### src/rtl/button_conditioner.sv
`default_nettype none
// ============================================================================
// Module      : button_conditioner
// Description : Per-button conditioning of raw active-low keys. Each channel
//               has a 2-FF synchronizer, a counter debouncer, press/release
//               edge pulses, long-press detection and auto-repeat pulses.
// Revision    : 1.0 - initial release
// ============================================================================
module button_conditioner #(
  parameter int NUM_BTN         = 2,
  parameter int DEBOUNCE_CYCLES = 500000,
  parameter int LONG_CYCLES     = 50000000,
  parameter int REPEAT_CYCLES   = 10000000
) (
  input  logic               clk_clk,
  input  logic               reset_reset,
  input  logic [NUM_BTN-1:0] buttons_raw,
  output logic [NUM_BTN-1:0] buttons_level,
  output logic [NUM_BTN-1:0] press_pulse,
  output logic [NUM_BTN-1:0] release_pulse,
  output logic [NUM_BTN-1:0] long_pulse,
  output logic [NUM_BTN-1:0] repeat_pulse
);

  localparam int c_HOLD_MAX = (LONG_CYCLES > REPEAT_CYCLES) ? LONG_CYCLES : REPEAT_CYCLES;
  localparam int c_HOLD_W   = $clog2(c_HOLD_MAX + 1);
  localparam int c_DB_W     = $clog2(DEBOUNCE_CYCLES + 1);

  typedef enum logic [1:0] {
    ST_IDLE    = 2'd0,
    ST_PRESSED = 2'd1,
    ST_REPEAT  = 2'd2
  } state_t;

  for (genvar i = 0; i < NUM_BTN; i++) begin : g_chan
    logic [1:0]          r_sync;      // [1] is the synchronized key
    logic                r_level;
    logic [c_DB_W-1:0]   r_db_cnt;
    logic                w_accept;
    logic                w_fall;
    logic                w_rise;
    state_t              r_state;
    state_t              w_state_nxt;
    logic [c_HOLD_W-1:0] r_hold;
    logic [c_HOLD_W-1:0] w_hold_nxt;
    logic                w_press;
    logic                w_release;
    logic                w_long;
    logic                w_repeat;
    logic                r_press;
    logic                r_release;
    logic                r_long;
    logic                r_repeat;

    // A change is accepted on the edge where the counter would reach DEBOUNCE_CYCLES.
    assign w_accept = (r_sync[1] != r_level) && (r_db_cnt == c_DB_W'(DEBOUNCE_CYCLES - 1));
    assign w_fall   = w_accept && r_level;
    assign w_rise   = w_accept && !r_level;

    // Synchronize the raw key and debounce it into the accepted level.
    always_ff @(posedge clk_clk or posedge reset_reset) begin
      if (reset_reset) begin
        r_sync   <= 2'b11;
        r_level  <= 1'b1;
        r_db_cnt <= '0;
      end else begin
        r_sync <= {r_sync[0], buttons_raw[i]};
        if (r_sync[1] == r_level) begin
          r_db_cnt <= '0;
        end else if (w_accept) begin
          r_level  <= r_sync[1];
          r_db_cnt <= '0;
        end else begin
          r_db_cnt <= r_db_cnt + c_DB_W'(1);
        end
      end
    end

    // Hold-tracking state register and registered pulse outputs.
    always_ff @(posedge clk_clk or posedge reset_reset) begin
      if (reset_reset) begin
        r_state   <= ST_IDLE;
        r_hold    <= '0;
        r_press   <= 1'b0;
        r_release <= 1'b0;
        r_long    <= 1'b0;
        r_repeat  <= 1'b0;
      end else begin
        r_state   <= w_state_nxt;
        r_hold    <= w_hold_nxt;
        r_press   <= w_press;
        r_release <= w_release;
        r_long    <= w_long;
        r_repeat  <= w_repeat;
      end
    end

    // Next-state logic; a release always wins over a same-cycle long/repeat.
    always_comb begin
      w_state_nxt = r_state;
      w_hold_nxt  = r_hold;
      w_press     = 1'b0;
      w_release   = 1'b0;
      w_long      = 1'b0;
      w_repeat    = 1'b0;
      if (w_rise) begin
        w_release   = 1'b1;
        w_hold_nxt  = '0;
        w_state_nxt = ST_IDLE;
      end else begin
        case (r_state)
          ST_IDLE: begin
            if (w_fall) begin
              w_press     = 1'b1;
              w_hold_nxt  = '0;
              w_state_nxt = ST_PRESSED;
            end
          end
          ST_PRESSED: begin
            if (r_hold == c_HOLD_W'(LONG_CYCLES - 1)) begin
              w_long      = 1'b1;
              w_hold_nxt  = '0;
              w_state_nxt = ST_REPEAT;
            end else begin
              w_hold_nxt = r_hold + c_HOLD_W'(1);
            end
          end
          ST_REPEAT: begin
            if (r_hold == c_HOLD_W'(REPEAT_CYCLES - 1)) begin
              w_repeat   = 1'b1;
              w_hold_nxt = '0;
            end else begin
              w_hold_nxt = r_hold + c_HOLD_W'(1);
            end
          end
          default: begin
            w_hold_nxt  = '0;
            w_state_nxt = ST_IDLE;
          end
        endcase
      end
    end

    assign buttons_level[i] = r_level;
    assign press_pulse[i]   = r_press;
    assign release_pulse[i] = r_release;
    assign long_pulse[i]    = r_long;
    assign repeat_pulse[i]  = r_repeat;
  end

endmodule
`default_nettype wire

### config.mk
export PLATFORM = sky130hd
export DESIGN_NAME = button_conditioner
export DESIGN_NICKNAME = d
export VERILOG_FILES = /design/src/rtl/button_conditioner.sv
export SDC_FILE = /design/constraint.sdc
export NUM_CORES = 1
export LEC_CHECK = 0
export CORE_AREA = 2 2 103 105
export CTS_BUF_LIST = sky130_fd_sc_hd__clkbuf_4 sky130_fd_sc_hd__clkbuf_8
export DETAILED_ROUTE_END_ITERATION = 7
export DIE_AREA = 0 0 105 107
export GPL_ROUTABILITY_DRIVEN = 0
export HOLD_SLACK_MARGIN = 0.06
export PLACE_DENSITY = 0.88
export SYNTH_ARGS = -nofsm -noshare
export SYNTH_HDL_FRONTEND = slang
export SYNTH_SLANG_ARGS = --single-unit
### constraint.sdc
create_clock -name clk_clk -period 3.8 [get_ports clk_clk]
set_clock_uncertainty 0.1 [all_clocks]
set_input_delay 0.76 -clock clk_clk [delete_from_list [all_inputs] [get_ports clk_clk]]
set_output_delay 0.76 -clock clk_clk [all_outputs]
set_load 0.01 [all_outputs]
==> results.toml, run 1 <==
[placement]
dp_cells = 731
detailed_place_hpwl_um = 7880
post-place-ws_ns = 0.725
io_buffers = 13

[final_layout]
diodes = 0
register_area_mm2 = 0.00271
drive_gt1_share_pct = 6.22
fin_cells = 747
multi_input_area_mm2 = 0.00280
final_core_util_pct = 60.3
syn_to_final_growth_pct = 5.86
nNetsFinal = 622
fillers = 908

[floorplanning]
fp.dieArea_mm2 = 0.0112
rows = 37
initial_core_util_pct = 56.9
die_h_um = 107
io_pins = 14
die_width_um = 105
core_mm2 = 0.0101

[clock_network]
cts_resized = 0
clkSlewWorstSetupHoldPaths_ns = 0.10
cts_hold_buf = 0
worstSkewPairLatency_ns = 0.38
clockBufferDepth = 2
cts_sinks = 108
post-cts-setup-buffer-count = 0
numCtsBuffers = 9
cts_max_level = 3
clockRootBuffer = "clkbuf_8"
cts_tree = "built"

[global_routing]
grtUsageTotal_pct = 22.1
grt_pass1_vias = 4469
grt_pass1_wl_um = 20400
grt_max_degree = 56
grt_overflow = 0
antenna_found_initial = 0

[sta]
fmax_mhz = 324
finalCriticalPeriod_ns = 3.09
setup_violations = 0
fin_tns_setup_ns = 0
fin_ws_ns = 0.715
finalCritPeriodShare_pct = 81.2
slew_headroom_pct = 36.6
worst_pin_slew_ns = 0.943
finalHoldViolCount = 0
drv_slew = 0
rsz0062_at_grt = "false"

[critical_path]
end_kind = "flip-flop"
startpoint_type = "flip-flop"
cp_num_buf_inv = 1
worstPathMaxFanout = 26
crit_slowest_cell = "nand2b_1"
worstPathRequired_ns = 3.92
path_class = "reg -> reg"
crit_arrival_ns = 3.21
timing.critical_path.max_delay_family = "simple AND/OR/NAND/NOR gates"
crit_path_max_incr_delay_ns = 0.67
crit_path_cell_trace = "ha_1 -> and4_1 -> nand4_1 -> nor3_1 -> a211oi_2 -> buf_4 -> nand2b_1 -> o311ai_0"

[pwr]
swShare_pct = 23.5
p_int_uw = 1400
ir_drop_v = 0.000194
clock_power_share_pct = 34.1
power_leakage_uw = 0.00243
power_density_mw_per_mm2 = 302
pwr-share-comb_pct = 2.5
power_switching_uw = 432
seq_power_share_pct = 63.4

[synth]
synthFlopType = "dfrtp_1"
synthesis.area_mm2 = 0.00575
synth_edf_count = 0
yosysWarnings = 0
synth_cells = 609
synth_area_per_cell_um2 = 9.43
synth.distinct_cells = 54
yosysSeqAreaShare_pct = 47.2
synth_seq_cells = 108
async_flop_share_pct = 100
synth_nets = 625

[routing]
antenna_left = 0
drt-wirelength-per-cell_um = 15.7
drc = 0
vias_per_cell = 6.12
first_iter_violations = 221
drt_first_pass_iters = 6
routed_wl_um = 11700
vias = 4574

[job]
max_cap_viol_count = 0

[outcome]
status = "complete, no violations"

[worst_hold_path]
hold_class = "reg -> reg"
metal layers:
| layer | wire [µm] | track usage [%] |
|---|---|---|
| met3 | 488 | 5.29 |
| met1 | 5180 | 28.2 |
| met2 | 5870 | 37.1 |
| met4 | 157 | 7.62 |
| met5 | 0 | 0 |
flip-flops by register name (all words and copies together), names as in the netlist:
name / flops
g_chan.r_press: 2
g_chan.r_hold: 52
g_chan.r_long: 2
g_chan.r_sync: 4
g_chan.r_repeat: 2
g_chan.r_state: 4
g_chan.r_db_cnt: 38
g_chan.r_level: 2
g_chan.r_release: 2
path summary, 6_finish.rpt:
check                                                start                                to  slack (ns)  cells past startpoint
max                        g_chan[1].r_db_cnt[0]$_DFF_PP0_  g_chan[1].r_hold[17]$_DFFE_PP0P_        0.71                      8
min                          g_chan[0].r_sync[0]$_DFF_PP1_     g_chan[0].r_sync[1]$_DFF_PP1_        0.25                      0
max reg2reg                g_chan[1].r_db_cnt[0]$_DFF_PP0_  g_chan[1].r_hold[17]$_DFFE_PP0P_        0.71                      8
min reg2reg                  g_chan[0].r_sync[0]$_DFF_PP1_     g_chan[0].r_sync[1]$_DFF_PP1_        0.25                      0
max in group asynchronous                      reset_reset     g_chan[1].r_sync[1]$_DFF_PP1_        2.10                      3
min in group asynchronous                      reset_reset  g_chan[0].r_db_cnt[12]$_DFF_PP0_        0.74                      2
through the flow:
stage / power, µW / hold WS [ns] / area, µm²
after detailed placement: 1230 / 0.252 / 5920
after CTS: 1860 / 0.252 / 6080
after global routing: 1910 / 0.261 / 6080
final: 1840 / 0.252 / 6080
after global placement: 1230 / 0.245 / 5920
after floorplan: 1220 / 0.245 / 5750
synthesized netlist by cell type (8+ instances only):
cell | n | share of area (%)
o21ai_0 | 8 | 0.70
and3_1 | 19 | 2.1
clkbuf_1 | 14 | 0.91
nor2_1 | 54 | 3.5
buf_4 | 10 | 1.3
dfrtp_1 | 102 | 44
o311ai_0 | 22 | 3.4
xor2_1 | 25 | 3.8
nand2_1 | 72 | 4.7
and2_1 | 16 | 1.7
xnor2_1 | 12 | 1.8
o31ai_1 | 12 | 1.6
nand4_1 | 19 | 2.1
and4_1 | 8 | 1.2
nand3_1 | 75 | 6.5
inv_1 | 16 | 1.0
a31oi_1 | 12 | 1.3
ha_1 | 12 | 2.6
power groups by stage:
stage	Clock, µW	Combinational, µW	Sequential, µW
4_1_cts	645	47.2	1160
5_1_grt	694	52.2	1170
2_1_floorplan	0	31.4	1190
3_5_place_dp	0	46.8	1190
3_3_place_gp	0	45.1	1190
6_report	627	45.2	1160
worst register-to-register path, cell delays in order (launching register included):
cell and delay, ns:
dfrtp_1 0.41, ha_1 0.22, and4_1 0.26, nand4_1 0.16
nor3_1 0.49, a211oi_2 0.09, buf_4 0.25, nand2b_1 0.67
o311ai_0 0.27
cell type report:
class | count | share of cell area [%]
clock inverters | 7 | 0.699
flip-flops and latches | 108 | 44.6
well taps | 136 | 2.80
clock buffers | 9 | 2.04
inverters | 16 | 1.03
repair buffers | 17 | 2.84
multi-input cells | 454 | 46.0
placed cells by master, fill, tap and decap left out, types with 7 or more instances in the layout:
| master | count |
|---|---|
| nand4_1 | 19 |
| xnor2_1 | 12 |
| clkdlybuf4s50_1 | 13 |
| nor3_1 | 7 |
| nor2_1 | 54 |
| and3_1 | 19 |
| ha_1 | 12 |
| clkbuf_8 | 9 |
| nand3_1 | 75 |
| o21ai_0 | 8 |
| nand2_1 | 72 |
| nor4_1 | 7 |
| dfrtp_1 | 102 |
| and2_1 | 16 |
| and4_1 | 8 |
| xor2_1 | 25 |
| o311ai_0 | 22 |
| a31oi_1 | 11 |
| o311ai_1 | 7 |
| inv_1 | 15 |
| o31ai_1 | 12 |
logic make-up (layout without fill, tap and decap cells):
| kind of cell | after synthesis | in the layout | share of synthesized area [%] |
|---|---|---|---|
| AOI/OAI and AO/OA | 85 | 85 | 11.3 |
| xor gates and xnor gates | 37 | 37 | 5.64 |
| adders and majority gates | 12 | 12 | 2.61 |
| buffers and inverters | 47 | 49 | 4.20 |
| DFF | 108 | 108 | 47.2 |
| muxes | 2 | 2 | 0.370 |
| and+or+nand+nor | 318 | 318 | 28.7 |
No activity file was read; power rests on OpenSTA's default activity.
==> inputs of run 2 (changes only) <==
==> constraint.sdc (replaced) <==
create_clock -name clk_clk -period 2.5 [get_ports clk_clk]
set_clock_uncertainty 0.1 [all_clocks]
set_input_delay 0.5 -clock clk_clk [delete_from_list [all_inputs] [get_ports clk_clk]]
set_output_delay 0.5 -clock clk_clk [all_outputs]
set_load 0.01 [all_outputs]
==> results.toml, run 2 (same netlist as run 1, synthesis figures left out) <==
[routing]
first_iter_violations = 319
routed_wl_um = 13400
antenna_left = 0
vias = 4977
vias_per_cell = 6.32
drt_first_pass_iters = 7
drt-wirelength-per-cell_um = 17.1
drc = 0

[clock_network]
cts_hold_buf = 0
cts_sinks = 108
clkSlewWorstSetupHoldPaths_ns = 0.10
clockBufferDepth = 2
cts_tree = "built"
numCtsBuffers = 9
clockRootBuffer = "clkbuf_8"
cts_max_level = 3
worstSkewPairLatency_ns = 0.38

[final_layout]
largest_register_ffs = 52
drive_gt1_share_pct = 13.5
layout_common_cells = "102 x dfrtp_1, 75 x nand3_1, 71 x nand2_1, 54 x nor2_1, 37 x buf_4"
fillers = 801
multi_input_area_mm2 = 0.00293
top_register = "g_chan.r_hold"
diodes = 0
fin_area_mm2 = 0.00653
nNetsFinal = 662
layout_commonest_cell = "dfrtp_1"
largestRegisters = "g_chan.r_hold: 52 flops, g_chan.r_db_cnt: 38 flops"
syn_to_final_growth_pct = 13.7
register_area_mm2 = 0.00271

[floorplanning]
core_mm2 = 0.0101
die_h_um = 107
fp.dieArea_mm2 = 0.0112
die_width_um = 105
initial_core_util_pct = 56.9
io_pins = 14
rows = 37

[placement]
post-place-ws_ns = -0.0908
io_buffers = 13
detailed_place_hpwl_um = 8610
dpl-instance-area_mm2 = 0.00617

[sta]
rsz0062_at_grt = "true"
worst_pin_slew_ns = 0.667
finalCriticalPeriod_ns = 2.61
slew_headroom_pct = 55.1
fmax_mhz = 384
fin_ws_ns = -0.105
finalCritPeriodShare_pct = 104
finalHoldViolCount = 0
fin_tns_setup_ns = -0.334
drv_slew = 0
setup_violations = 13

[critical_path]
worstPathMaxFanout = 7
cp_num_buf_inv = 0
timing.critical_path.max_delay_family = "simple AND/OR/NAND/NOR gates"
crit_slowest_cell = "or4b_1"
path_class = "reg -> reg"
worstPathRequired_ns = 2.67
crit_path_cell_trace = "or4b_1 -> or3_4 -> o31a_1 -> nor3_1 -> mux2i_1 -> nor2_1"
startpoint_type = "flip-flop"
crit_path_max_incr_delay_ns = 0.53
crit_arrival_ns = 2.77
end_kind = "flip-flop"

[worst_hold_path]
hold_class = "reg -> reg"

[global_routing]
grt_pass1_wl_um = 21400
grt_overflow = 0
antenna_found_initial = 0
grt_max_degree = 44
grt_pass1_vias = 4618
grtUsageTotal_pct = 23.3

[pwr]
power_density_mw_per_mm2 = 448
power_leakage_uw = 0.00267
total_power_uw = 2930
ir_drop_v = 0.000267

[outcome]
status = "finished, violations left"
failed_checks = "negative setup slack"

[job]
max_cap_viol_count = 0
-- run 2: what timing repair did --
| action | 4_1_cts | 5_1_grt |
|---|---|---|
| setup buffers | 0 | 5 |
| endpoints found under the hold margin | 0 | 0 |
| pin swaps | 0 | 10 |
| cloned | 1 | 3 |
| endpoints found under the setup margin | 2 | 43 |
| resized for setup | 3 | 28 |
-- run 2: metal layers --
layer,vias to the layer above,track usage (%),part of all wire [%]
li1,2292,-,-
met1,2377,29.5,39
met2,254,39.9,50
met3,54,5.41,7.4
met4,0,7.43,3.1
met5,-,0,0
-- run 2: area by class of cell --
type	count	area share (%)
flip-flops and latches	108	41.5
clock inverters	5	0.804
well taps	136	2.60
inverters	16	0.977
multi-input cells	458	44.8
clock buffers	11	2.13
repair buffers	53	7.16
-- run 2: per-stage QoR --
step                      cells  hold slack, ns  util, %
after global placement      762           0.247     61.2
after global routing        787           0.270     64.7
after floorplan             609           0.245        -
after CTS                   779           0.261     63.3
after detailed placement    762           0.247     61.2
final                       787           0.260     64.7
-- run 2: report_power, final --
group          internal, µW  leakage, µW  switching (µW)
registers              1760      0.00148            10.0
logic                  27.6      0.00109            54.3
clock network           482    0.0000999             593
-- run 2: final timing paths --
check                                           startpoint                          endpoint  slack [ns]  cells past startpoint
max                        g_chan[0].r_hold[7]$_DFFE_PP0P_  g_chan[0].r_state[1]$_DFFE_PP0P_       -0.11                      6
min                          g_chan[1].r_sync[0]$_DFF_PP1_     g_chan[1].r_sync[1]$_DFF_PP1_        0.26                      0
max reg2reg                g_chan[0].r_hold[7]$_DFFE_PP0P_  g_chan[0].r_state[1]$_DFFE_PP0P_       -0.11                      6
min reg2reg                  g_chan[1].r_sync[0]$_DFF_PP1_     g_chan[1].r_sync[1]$_DFF_PP1_        0.26                      0
max in group asynchronous                      reset_reset     g_chan[0].r_sync[1]$_DFF_PP1_        1.27                      3
min in group asynchronous                      reset_reset   g_chan[0].r_db_cnt[9]$_DFF_PP0_        0.38                      2
==> inputs of run 3 (changes only) <==
==> config.mk (replaced) <==
export PLATFORM = sky130hd
export DESIGN_NAME = button_conditioner
export DESIGN_NICKNAME = d
export VERILOG_FILES = /design/src/rtl/button_conditioner.sv
export SDC_FILE = /design/constraint.sdc
export NUM_CORES = 1
export LEC_CHECK = 0
export CORE_AREA = 2 2 75 131
export CTS_BUF_LIST = sky130_fd_sc_hd__clkbuf_4 sky130_fd_sc_hd__clkbuf_8
export DETAILED_ROUTE_END_ITERATION = 7
export DIE_AREA = 0 0 77 133
export GPL_ROUTABILITY_DRIVEN = 0
export HOLD_SLACK_MARGIN = 0.06
export PLACE_DENSITY = 0.91
export SYNTH_ARGS = -nofsm -noshare
export SYNTH_HDL_FRONTEND = slang
export SYNTH_SLANG_ARGS = --single-unit
==> constraint.sdc (replaced) <==
create_clock -name clk_clk -period 2.6 [get_ports clk_clk]
set_clock_uncertainty 0.1 [all_clocks]
set_input_delay 0.52 -clock clk_clk [delete_from_list [all_inputs] [get_ports clk_clk]]
set_output_delay 0.52 -clock clk_clk [all_outputs]
set_load 0.01 [all_outputs]
==> results.toml, run 3 (same netlist as run 1, synthesis figures left out) <==
[routing]
drt-wirelength-per-cell_um = 18.6
drt_first_pass_iters = 5
routed_wl_um = 14100
vias = 5029
antenna_left = 0
drc = 0
vias_per_cell = 6.65
first_iter_violations = 556

[critical_path]
worstPathRequired_ns = 2.79
r2r-start = "g_chan[1].r_hold[0]$_DFFE_PP0P_"
r2r_cells = 7
path_class = "reg -> reg"
startpoint_type = "flip-flop"
worstPathMaxFanout = 6
reg2reg_to = "g_chan[1].r_state[0]$_DFFE_PP0P_"
end_kind = "flip-flop"
regToRegSetupSlack_ns = -0.001
crit_arrival_ns = 2.79

[final_layout]
fin_cells = 756
syn_to_final_growth_pct = 9.78
largest_register_ffs = 52
layout_commonest_cell = "dfrtp_1"
layout_common_cells = "102 x dfrtp_1, 75 x nand3_1, 71 x nand2_1, 54 x nor2_1, 25 x xor2_1"
fillers = 699
fin_area_mm2 = 0.00631
diodes = 0
nNetsFinal = 645
drive_gt1_share_pct = 10.4
top_register = "g_chan.r_hold"
largestRegisters = "g_chan.r_hold: 52 flops, g_chan.r_db_cnt: 38 flops"

[floorplanning]
initial_core_util_pct = 61.8
rows = 47
fp.dieArea_mm2 = 0.0102
core_mm2 = 0.00929
die_h_um = 133
die_width_um = 77
io_pins = 14

[sta]
finalCriticalPeriod_ns = 2.60
finalHoldViolCount = 0
finalCritPeriodShare_pct = 100
setup_violations = 1
worst_pin_slew_ns = 0.609
fin_ws_ns = -0.000986
fin_tns_setup_ns = -0.000986
fmax_mhz = 384
slew_headroom_pct = 59.1
drv_slew = 0
hold_ws_ns = 0.262

[placement]
dp_cells = 738
dpl-instance-area_mm2 = 0.00607
io_buffers = 13
detailed_place_hpwl_um = 9260
post-place-ws_ns = 0.0166

[pwr]
power_density_mw_per_mm2 = 433
ir_drop_v = 0.000342
power_leakage_uw = 0.00254

[clock_network]
cts_tree = "built"
clockBufferDepth = 2
cts_sinks = 108
clkSlewWorstSetupHoldPaths_ns = 0.11
cts_max_level = 3
cts_hold_buf = 0
worstSkewPairLatency_ns = 0.39
clockRootBuffer = "clkbuf_8"
numCtsBuffers = 9

[global_routing]
grtUsageTotal_pct = 27.9
antenna_found_initial = 0
grt_overflow = 0
grt_pass1_vias = 5015
grt_max_degree = 50
grt_pass1_wl_um = 23300

[outcome]
status = "finished, violations left"
failed_checks = "negative setup slack"

[worst_hold_path]
min-delay-start = "g_chan[1].r_sync[0]$_DFF_PP1_"
hold_end = "g_chan[1].r_sync[1]$_DFF_PP1_"
hold_class = "reg -> reg"
hold_path_depth = 0

[job]
max_cap_viol_count = 0
## run 3: cell types whose count changed in the layout (fill, tap and decap cells not counted), sizes merged
cell    before  now
buf         40   25
inv         15   18
clkbuf      11    9
bufinv       1    0
nand2       74   73
o21a         4    3
## run 3: what timing repair did
| action | CTS | global route |
|---|---|---|
| gates cloned | 1 | 1 |
| setup endpoints to repair | 1 | 41 |
| resized for setup | 1 | 13 |
| pin swaps | 0 | 3 |
| buffers inserted | 0 | 0 |
## run 3: critical path: stages, from the launching register on
cell and delay, ns:
dfrtp_1 0.44, ha_1 0.24, and3_1 0.23, nand4_1 0.25, or4_1 0.62, a21oi_2 0.24
o21bai_1 0.14, a22o_1 0.25
## run 3: worst max path at each step
stage	from	slack (ns)	endpoint
2_1_floorplan	g_chan[0].r_hold[8]$_DFFE_PP0P_	0.25	g_chan[0].r_hold[23]$_DFFE_PP0P_
3_3_place_gp	g_chan[0].r_db_cnt[0]$_DFF_PP0_	0.14	g_chan[0].r_hold[21]$_DFFE_PP0P_
3_5_place_dp	g_chan[0].r_db_cnt[0]$_DFF_PP0_	0.02	g_chan[0].r_hold[21]$_DFFE_PP0P_
4_1_cts	g_chan[0].r_hold[15]$_DFFE_PP0P_	0.04	g_chan[0].r_hold[21]$_DFFE_PP0P_
5_1_grt	g_chan[1].r_db_cnt[0]$_DFF_PP0_	-0.10	g_chan[1].r_hold[25]$_DFFE_PP0P_
6_report	g_chan[1].r_hold[0]$_DFFE_PP0P_	-0.001	g_chan[1].r_state[0]$_DFFE_PP0P_
## run 3: layer usage
metal  wire length [µm]  GRT usage [%]
met1               5030           31.1
met2               7810           51.6
met3                657           4.23
met4                597           12.9
met5                  0              0
## run 3: per-stage QoR
stage | util (%) | total power (µW)
floorplan | - | 1780
global placement | 65.3 | 1800
detailed placement | 65.3 | 1810
CTS | 67.3 | 2750
global route | 67.9 | 2830
finish | 67.9 | 2730
## run 3: area by class of cell
cell class | instances | area, µm² | share of cell area [%]
clock buffer | 9 | 124 | 1.96
clock inverter | 7 | 48.8 | 0.774
inverter | 16 | 63.8 | 1.01
multi-input combinational | 456 | 2870 | 45.4
sequential | 108 | 2710 | 43.0
tap | 122 | 153 | 2.42
timing repair buffer | 38 | 343 | 5.44
## run 3: report_power, final
part / internal (µW) / switching, µW / total, µW
Combinational: 20.3 / 52.4 / 72.8
Sequential: 1690 / 9.83 / 1700
Clock: 354 / 602 / 956
Total: 2070 / 664 / 2730
==> RTL change (flow settings as in run 3) <==
Add an input register stage for `buttons_raw`; this delays it by one clock.
--- a/src/rtl/button_conditioner.sv
+++ b/src/rtl/button_conditioner.sv
@@ -33,4 +33,10 @@
   } state_t;
 
+  logic [NUM_BTN-1:0] buttons_raw_q;
+
+  always_ff @(posedge clk_clk) begin
+    buttons_raw_q <= buttons_raw;
+  end
+
   for (genvar i = 0; i < NUM_BTN; i++) begin : g_chan
     logic [1:0]          r_sync;      // [1] is the synchronized key
@@ -65,5 +71,5 @@
         r_db_cnt <= '0;
       end else begin
-        r_sync <= {r_sync[0], buttons_raw[i]};
+        r_sync <= {r_sync[0], buttons_raw_q[i]};
         if (r_sync[1] == r_level) begin
           r_db_cnt <= '0;
Formal check against the unedited RTL: no difference found for any inputs over 10 cycles, from zero or initial values and one cycle with reset_reset high; that may be too few to reach the edited logic, so the function may still have changed.
==> RTL change against run 3 <==
Setup slack gained 0.074 ns. Global-route usage is 2.2 points lower. Critical path depth increased by 1. Wire length is 5.8% lower. Design area up 2.5%. Combinational power fell by 3.2%. Sequential cell count is 2 higher. Largest cell class unchanged. Power grew 9.4%. Synthesized area is 1.6% higher.
==> RTL change: results (changes against run 3) <==
status:
  status: "completed"  # was finished, violations left
global_routing:
  grt_pass1_vias: 4833  # was 5,015
  use_met3: 0.03274  # was 0.04229
  grt_util_met2: 0.4527  # was 0.5161
  use_met1: 0.3077  # was 0.3113
drt:
  wl_met3_um: 488  # was 657 µm
  wirelength_met1_um: 5226  # was 5029 µm
  drtIter0Drc: 596  # was 556
  wl_met2_um: 7158  # was 7810 µm
  vias: 4928  # was 5,029
yosys:
  synthTopCellsByArea: "dfrtp_1 (44%), nand3_1 (6.7%), nand2_1 (5.2%), o311ai_0 (4.2%), nor2_1 (4.0%)"  # was dfrtp_1 (44%), nand3_1 (6.5%), nand2_1 (4.7%), xor2_1 (3.8%), nor2_1 (3.5%)
  ys_top_cells_by_count: "dfrtp_1 (102), nand2_1 (81), nand3_1 (78), nor2_1 (62), o311ai_0 (28)"  # was dfrtp_1 (102), nand3_1 (75), nand2_1 (72), nor2_1 (54), xor2_1 (25)
  synth_seq_area_share: 0.4710  # was 0.4717
  syn_nets: 630  # was 625
cells_and_area:
  multi_input_area_um2: 2945  # was 2865 µm²
  layout-drive-gt1-share: 0.1187  # was 0.1041
clock_tree:
  numClockSinks: 110  # was 108
place:
  pre_cts_slack_ns: -0.07822  # was 0.01661 ns
  dpl.hpwl_um: 8578  # was 9264 µm
worst_setup_path:
  reg2reg_depth: 8  # was 7
  rrSetupSlack_ns: 0.07  # was -0.001 ns
  timing.rr.end: "g_chan[0].r_hold[3]$_DFFE_PP0P_"  # was g_chan[1].r_state[0]$_DFFE_PP0P_
  crit_family: "compound AO/OA/AOI/OAI gates"  # was simple AND/OR/NAND/NOR gates
  cp.arrival_ns: 2.68  # was 2.79 ns
power:
  pwr-share-seq: 0.582  # was 0.623
  switching_share: 0.2142  # was 0.2433
worst_hold_path:
  min_to: "g_chan[0].r_sync[0]$_DFF_PP1_"  # was g_chan[1].r_sync[1]$_DFF_PP1_
-- RTL change: layout make-up --
| cell class | instances | area share |
|---|---|---|
| clock buffers | 12 | 0.02458 |
| clock inverters | 4 | 0.01084 |
| inverters | 14 | 0.008709 |
| multi-input cells | 459 | 0.4556 |
| flip-flops and latches | 110 | 0.4256 |
| well taps | 122 | 0.02361 |
| repair buffers | 33 | 0.05109 |
-- RTL change: what timing repair did --
action / in CTS / in global routing
buffers inserted: 0 / 4
gates resized for setup: 6 / 13
endpoints found under the hold margin: 0 / 0
endpoints found under the setup margin: 8 / 21
hold buffers: 0 / 0
-- RTL change: cell families after synthesis --
group           Yosys count  share of synthesized area
buf+inv                  45                    0.03814
xor+xnor                 37                    0.05550
mux                       2                   0.003643
compound gates           75                     0.1071
fa+ha+maj                12                    0.02571
simple gates            333                     0.2989
flops                   110                     0.4710
